`config.mk`:
```
export PLATFORM = sky130hd
export DESIGN_NAME = pe_mult_float_pipe
export DESIGN_NICKNAME = d
export VERILOG_FILES = /design/src/rtl/pe_float_pkg.sv /design/src/rtl/pe_float_unpack.sv /design/src/rtl/pe_mult_float_pipe.sv
export SDC_FILE = /design/constraint.sdc
export NUM_CORES = 2
export LEC_CHECK = 0
export BUFFER_PORTS_ARGS = -buffer_cell sky130_fd_sc_hd__buf_2
export CAP_MARGIN = 20
export CORE_MARGIN = 2
export CORE_UTILIZATION = 65
export CTS_BUF_LIST = sky130_fd_sc_hd__clkbuf_4 sky130_fd_sc_hd__clkbuf_8 sky130_fd_sc_hd__clkbuf_16
export CTS_CLUSTER_DIAMETER = 30
export CTS_CLUSTER_SIZE = 16
export DETAILED_ROUTE_END_ITERATION = 10
export PLACE_DENSITY = 0.86
export SLEW_MARGIN = 20
export SYNTH_ARGS = -nofsm -noshare
export SYNTH_HDL_FRONTEND = slang
export SYNTH_HIERARCHICAL = 1
export SYNTH_SLANG_ARGS = --single-unit
export TNS_END_PERCENT = 1
```
`constraint.sdc`:
```
create_clock -name clk -period 9 [get_ports clk]
set_clock_uncertainty 0.1 [all_clocks]
set_input_delay 1.35 -clock clk [delete_from_list [all_inputs] [get_ports clk]]
set_output_delay 1.35 -clock clk [all_outputs]
set_load 0.01 [all_outputs]
```
`src/rtl/pe_float_pkg.sv`:
```
// Shared floating-point definitions for the PE datapath operators:
// default field widths, bias, canonical qNaN, operand classes and flag bit indices.
package pe_float_pkg;

    localparam int EXP_W_DEF = 8;
    localparam int MAN_W_DEF = 23;

    localparam int FLG_INV = 3;
    localparam int FLG_OVF = 2;
    localparam int FLG_UNF = 1;
    localparam int FLG_INX = 0;

    typedef enum logic [1:0] {
        CLS_ZERO = 2'd0,
        CLS_NORM = 2'd1,
        CLS_INF  = 2'd2,
        CLS_NAN  = 2'd3
    } fclass_e;

    function automatic int fp_bias(input int exp_w);
        return (1 << (exp_w - 1)) - 1;
    endfunction

    // Canonical quiet NaN (sign 0, exponent all ones, fraction MSB set); caller truncates to W.
    function automatic logic [127:0] fp_qnan(input int exp_w, input int man_w);
        logic [127:0] r;
        r = ((128'd1 << exp_w) - 128'd1) << man_w;
        r = r | (128'd1 << (man_w - 1));
        return r;
    endfunction

endpackage

```
`src/rtl/pe_float_unpack.sv`:
```
// Combinational split/classify of one floating-point operand.
// Subnormals are reported as zero so downstream logic can flush them.
module pe_float_unpack
    import pe_float_pkg::*;
#(
    parameter  int EXP_W = EXP_W_DEF,
    parameter  int MAN_W = MAN_W_DEF,
    localparam int W     = 1 + EXP_W + MAN_W
) (
    input  logic [W-1:0]     op_i,
    output logic             sign_o,
    output logic [EXP_W-1:0] exp_o,
    output logic [MAN_W:0]   man_o,
    output fclass_e          cls_o
);

    logic [MAN_W-1:0] frac;

    assign sign_o = op_i[W-1];
    assign exp_o  = op_i[W-2 -: EXP_W];
    assign frac   = op_i[MAN_W-1:0];
    assign man_o  = {1'b1, frac};

    always_comb begin
        if (exp_o == '0) begin
            cls_o = CLS_ZERO;
        end else if (&exp_o) begin
            cls_o = (frac == '0) ? CLS_INF : CLS_NAN;
        end else begin
            cls_o = CLS_NORM;
        end
    end

endmodule

```
`src/rtl/pe_mult_float_pipe.sv`:
```
// Three-stage pipelined floating-point multiplier (unpack / multiply / round+pack), RNE, FTZ.
// Define PE_MULT_FLAGS_EN to add the registered {invalid, overflow, underflow, inexact} flags port.
module pe_mult_float_pipe
    import pe_float_pkg::*;
#(
    parameter  int EXP_W = EXP_W_DEF,
    parameter  int MAN_W = MAN_W_DEF,
    localparam int W     = 1 + EXP_W + MAN_W
) (
    input  logic         clk,
    input  logic         rst_n,
    input  logic         in_valid,
    output logic         in_ready,
    input  logic [W-1:0] a,
    input  logic [W-1:0] b,
    output logic         out_valid,
    input  logic         out_ready,
    output logic [W-1:0] m
`ifdef PE_MULT_FLAGS_EN
    ,
    output logic [3:0]   flags
`endif
);

    localparam int XW   = EXP_W + 2;
    localparam int PW   = 2 * MAN_W + 2;
    localparam int MW2  = MAN_W + 2;
    localparam int BIAS = fp_bias(EXP_W);
    localparam logic [W-1:0]         QNAN    = W'(fp_qnan(EXP_W, MAN_W));
    localparam logic signed [XW-1:0] EXP_MAX = XW'((1 << EXP_W) - 1);
    localparam logic signed [XW-1:0] EXP_ONE = XW'(1);

    logic                 sign_a, sign_b;
    logic [EXP_W-1:0]     exp_a, exp_b;
    logic [MAN_W:0]       man_a, man_b;
    fclass_e              cls_a, cls_b;

    logic                 adv;

    // Stage 1 carries the result class already resolved from both operand classes.
    logic                 s1_valid_q, s1_valid_d;
    logic                 s1_sign_q, s1_sign_d;
    logic signed [XW-1:0] s1_exp_q, s1_exp_d;
    logic [MAN_W:0]       s1_man_a_q, s1_man_a_d;
    logic [MAN_W:0]       s1_man_b_q, s1_man_b_d;
    fclass_e              s1_cls_q, s1_cls_d;

    logic                 s2_valid_q, s2_valid_d;
    logic                 s2_sign_q, s2_sign_d;
    logic signed [XW-1:0] s2_exp_q, s2_exp_d;
    logic [PW-1:0]        s2_prod_q, s2_prod_d;
    fclass_e              s2_cls_q, s2_cls_d;

    logic                 out_valid_q, out_valid_d;
    logic [W-1:0]         m_q, m_d;

    logic [PW-1:0]        norm;
    logic [MAN_W:0]       mant;
    logic                 guard, sticky, round_up;
    logic [MAN_W+1:0]     mant_r;
    logic [MAN_W-1:0]     frac_r;
    logic signed [XW-1:0] exp_r;
    logic                 is_ovf, is_unf;

    pe_float_unpack #(.EXP_W(EXP_W), .MAN_W(MAN_W)) u_unpack_a (
        .op_i   (a),
        .sign_o (sign_a),
        .exp_o  (exp_a),
        .man_o  (man_a),
        .cls_o  (cls_a)
    );

    pe_float_unpack #(.EXP_W(EXP_W), .MAN_W(MAN_W)) u_unpack_b (
        .op_i   (b),
        .sign_o (sign_b),
        .exp_o  (exp_b),
        .man_o  (man_b),
        .cls_o  (cls_b)
    );

    assign adv       = !out_valid_q || out_ready;
    assign in_ready  = adv;
    assign out_valid = out_valid_q;
    assign m         = m_q;

    always_comb begin
        s1_valid_d = in_valid;
        s1_sign_d  = sign_a ^ sign_b;
        s1_exp_d   = XW'(exp_a) + XW'(exp_b) - XW'(BIAS);
        s1_man_a_d = man_a;
        s1_man_b_d = man_b;
        if (cls_a == CLS_NAN || cls_b == CLS_NAN) begin
            s1_cls_d = CLS_NAN;
        end else if ((cls_a == CLS_INF && cls_b == CLS_ZERO) ||
                     (cls_a == CLS_ZERO && cls_b == CLS_INF)) begin
            s1_cls_d = CLS_NAN;
        end else if (cls_a == CLS_INF || cls_b == CLS_INF) begin
            s1_cls_d = CLS_INF;
        end else if (cls_a == CLS_ZERO || cls_b == CLS_ZERO) begin
            s1_cls_d = CLS_ZERO;
        end else begin
            s1_cls_d = CLS_NORM;
        end
    end

    always_comb begin
        s2_valid_d = s1_valid_q;
        s2_sign_d  = s1_sign_q;
        s2_exp_d   = s1_exp_q;
        s2_cls_d   = s1_cls_q;
        s2_prod_d  = PW'(s1_man_a_q) * PW'(s1_man_b_q);
    end

    // Product lies in [1,4); left-align so the leading one sits at the MSB in both cases.
    always_comb begin
        norm     = s2_prod_q[PW-1] ? s2_prod_q : (s2_prod_q << 1);
        mant     = norm[PW-1 -: MAN_W+1];
        guard    = norm[PW-2-MAN_W];
        sticky   = |norm[PW-3-MAN_W:0];
        round_up = guard & (sticky | mant[0]);
        mant_r   = {1'b0, mant} + MW2'(round_up);
        frac_r   = mant_r[MAN_W+1] ? mant_r[MAN_W:1] : mant_r[MAN_W-1:0];
        exp_r    = s2_exp_q + XW'(s2_prod_q[PW-1]) + XW'(mant_r[MAN_W+1]);
        is_ovf   = (exp_r >= EXP_MAX);
        is_unf   = (exp_r < EXP_ONE);
    end

    always_comb begin
        out_valid_d = s2_valid_q;
        m_d         = '0;
        case (s2_cls_q)
            CLS_NAN:  m_d = QNAN;
            CLS_INF:  m_d = {s2_sign_q, {EXP_W{1'b1}}, {MAN_W{1'b0}}};
            CLS_ZERO: m_d = {s2_sign_q, {(W-1){1'b0}}};
            default: begin
                if (is_ovf) begin
                    m_d = {s2_sign_q, {EXP_W{1'b1}}, {MAN_W{1'b0}}};
                end else if (is_unf) begin
                    m_d = {s2_sign_q, {(W-1){1'b0}}};
                end else begin
                    m_d = {s2_sign_q, exp_r[EXP_W-1:0], frac_r};
                end
            end
        endcase
    end

    always_ff @(posedge clk or negedge rst_n) begin
        if (!rst_n) begin
            s1_valid_q  <= 1'b0;
            s1_sign_q   <= 1'b0;
            s1_exp_q    <= '0;
            s1_man_a_q  <= '0;
            s1_man_b_q  <= '0;
            s1_cls_q    <= CLS_ZERO;
            s2_valid_q  <= 1'b0;
            s2_sign_q   <= 1'b0;
            s2_exp_q    <= '0;
            s2_prod_q   <= '0;
            s2_cls_q    <= CLS_ZERO;
            out_valid_q <= 1'b0;
            m_q         <= '0;
        end else if (adv) begin
            s1_valid_q  <= s1_valid_d;
            s1_sign_q   <= s1_sign_d;
            s1_exp_q    <= s1_exp_d;
            s1_man_a_q  <= s1_man_a_d;
            s1_man_b_q  <= s1_man_b_d;
            s1_cls_q    <= s1_cls_d;
            s2_valid_q  <= s2_valid_d;
            s2_sign_q   <= s2_sign_d;
            s2_exp_q    <= s2_exp_d;
            s2_prod_q   <= s2_prod_d;
            s2_cls_q    <= s2_cls_d;
            out_valid_q <= out_valid_d;
            m_q         <= m_d;
        end
    end

`ifdef PE_MULT_FLAGS_EN
    logic [3:0] flags_q, flags_d;

    always_comb begin
        flags_d = '0;
        case (s2_cls_q)
            CLS_NAN: flags_d[FLG_INV] = 1'b1;
            CLS_NORM: begin
                if (is_ovf) begin
                    flags_d[FLG_OVF] = 1'b1;
                    flags_d[FLG_INX] = 1'b1;
                end else if (is_unf) begin
                    flags_d[FLG_UNF] = 1'b1;
                    flags_d[FLG_INX] = 1'b1;
                end else begin
                    flags_d[FLG_INX] = guard | sticky;
                end
            end
            default: flags_d = '0;
        endcase
    end

    always_ff @(posedge clk or negedge rst_n) begin
        if (!rst_n) begin
            flags_q <= '0;
        end else if (adv) begin
            flags_q <= flags_d;
        end
    end

    assign flags = flags_q;
`endif

endmodule

```
==> metrics.txt <==
status completed; DP Worst Slack between 1 and 1.5 ns; RSZ-0062 raised after global routing no; DR iter-0 viols a little under 2000; distinct cell type count after synthesis roughly 70; Worst Path Required about 9 ns; layout cell share with drive strength beyond 1 5.52%; io pins roughly 100; Post-synth EDFFs 0; Seq/Total Area, Yosys between 10% and 20%; final worst-path cycle share 85.9%; via count between 20000 and 25000; final setup margin 1.27 ns; Clock Path Buffers 2; starting density of the core 65.4%; antenna viol nets, final 0; Reg clk slew, reported paths roughly 0.07 ns; Synth Cell Area 27200 µm²; detailed placement HPWL around 54 mm; global-route wire length before repair ~110 mm; setup violators final 0; cts hold-fix bufs 0; post_cts resized 0; Core Box Area roughly 42000 µm²; Post-Syn Instances 3143; # H-tree levels 4; WS Path Type flop to flop; post-synth top area share approximately 36%; PortBufs a little over 100; worst skew pair latency 0.45 ns; DRC viols 0; Pins Over Slew Limit 0; Worst Hold Class flop to flop; ys flop type dfrtp_1; total die area 43600 µm²; Post-Syn Nets around 3900; number of global-route vias before repair 22600; Die W between 200 and 250 µm; top cell type by total area after synthesis fa_1; CTS tree yes; Async S/R FF share, synth 100%; WP data arrival approximately 7.9 ns; fmax about 130 MHz; worst relative slew slack about a quarter; fin crit period 7.73 ns; initial antenna violation count 2; drt wl/cell approximately 19 µm; WL final roughly 67 mm; Die Y about 210 µm; grt total ovfl 0; Fillers ~3200; first-pass detailed-route iteration total 5; final hold vios 0; row count 75; Worst Path Max Fanout 25; Slew @ Worst Pin 1.14 ns; crit path capture type flop; Layout area overhead 2.87%; register area 3930 µm²; clk root buf clkbuf_16; r2r setup slk 1.27 ns; Vias per Instance about 5.8; Max Cap Violations 0; postcts setup bufs 0; startpoint types flop; synth top area cells fa_1 (36%), dfrtp_1 (14%), ha_1 (8.8%); Final Net Count about 3800; Hold WS approximately 0.36 ns; final setup TNS 0 ns; TritonCTS Buffers 17; overall routing resource usage approximately a third; largest net degree at the start of global routing roughly 100; area of the multi-input gates between 20000 and 25000 µm²; clock sink count around 160; GP Congestion between 0.9 and 1; yosys warns 6; Syn Area/Cell slightly below 9 µm²; Seq cells post-synth 157
[final cells by class]
type                       count  share of cell area [%]
antenna                        2                  0.0179
clock buffer                  18                    1.54
clock inverter                14                   0.504
inverter                     567                    7.60
multi-input combinational   2192                    71.7
sequential                   157                    14.0
tap                          539                    2.41
timing repair buffer         116                    2.23
[synthesized netlist by cell type (4+ instances only)]
cell / n
mux2i_1: 14
fa_1: 484
inv_1: 566
o21bai_1: 11
nand3_1: 29
a31oi_1: 7
nor3b_1: 5
a21o_1: 24
nor2_1: 101
a221o_1: 4
or3_1: 5
clkbuf_1: 152
a21oi_1: 110
buf_4: 66
and2_1: 301
mux2_2: 5
or4_1: 5
xor2_1: 42
a21boi_0: 6
and3_1: 7
nor3_1: 16
o21a_1: 4
buf_1: 4
a211oi_1: 7
nand4_1: 17
xnor2_1: 38
dfrtp_1: 157
or2_2: 4
nand2_1: 591
buf_2: 5
nor2b_1: 6
nor4_1: 20
a22o_1: 13
nand2b_1: 7
ha_1: 191
o21ai_0: 63
o31ai_1: 9
[cells in the final DEF, fill, tap and decap left out, drive strengths merged, types with 8 or more instances in the layout]
cell / n
nand3: 29
nor2: 102
o21ai: 66
nand4: 18
ha: 191
xnor2: 38
a21o: 24
nand2: 591
and3: 8
clkbuf: 18
xor2: 42
fa: 484
dfrtp: 157
buf: 116
o31ai: 10
and2: 301
o21bai: 11
a21oi: 111
nor4: 22
nor3: 16
mux2i: 14
inv: 576
a22o: 13
[path summary, 6_finish.rpt]
check	cells after the start	end	start
worst max-delay path	23	s2_prod_q[44]	s1_man_a_q[18]
worst min-delay path	2	out_valid_d	out_valid_d
worst max register to register	23	s2_prod_q[44]	s1_man_a_q[18]
worst min register to register	2	out_valid_d	out_valid_d
max in group asynchronous	2	m[6]	rst_n
min in group asynchronous	1	m[18]	rst_n
[worst max-delay path, cell delays in order (launching register included)]
cell and delay (ns):
dfrtp_1 1.04, nand2_1 0.21, fa_1 0.58, inv_1 0.05
fa_1 0.49, inv_1 0.06, fa_1 0.49, fa_1 0.51
inv_1 0.06, fa_1 0.56, fa_1 0.51, inv_1 0.05
fa_1 0.48, inv_1 0.05, ha_1 0.38, a21o_1 0.20
a21o_1 0.17, a221o_1 0.36, a22o_1 0.24, a21oi_1 0.30
a21oi_1 0.22, a21oi_1 0.22, xor2_1 0.16, o21ai_0 0.08
[logic make-up after synthesis]
group / Yosys count / share of synthesized area [%]
other: 2 / 0.0276
buffers and inverters: 794 / 11.9
AO/OA/AOI/OAI: 290 / 6.58
adder cells (fa/ha/maj): 675 / 44.3
flip-flops: 157 / 14.4
AND/OR/NAND/NOR: 1126 / 19.5
XOR/XNOR: 80 / 2.57
multiplexers: 19 / 0.721
[flip-flops by register name, summed over array words and instances, names as in the netlist]
register / count
s1_man_b_q: 24
s1_valid_q: 1
s1_exp_q: 10
out_valid_d: 1
s2_exp_q: 10
s1_man_a_q: 24
out_valid: 1
s1_sign_q: 1
m: 32
s2_sign_q: 1
s1_cls_q: 2
s2_cls_q: 2
s2_prod_q: 48
[per-layer routing]
metal / GRT usage, % / up-vias / share of wire [%]
met3: 5.37 / 187 / 8.1
met4: 11.2 / 2 / 3.1
met1: 43.5 / 10500 / 40
met5: 0 / - / 0.018
met2: 55.3 / 1011 / 49
li1: - / 9266 / -
[per-stage QoR]
step | util, % | instance area [µm²] | std cells
2_1_floorplan | - | 27200 | 3143
3_3_place_gp | 65.9 | 27500 | 3571
3_5_place_dp | 65.9 | 27500 | 3571
4_1_cts | 67.3 | 28000 | 3603
5_1_grt | 67.3 | 28000 | 3603
6_report | 67.3 | 28000 | 3605
Power is left out: the tool's default activity adds up to more than one toggle a clock period on the data nets, which glitch-free logic cannot reach.
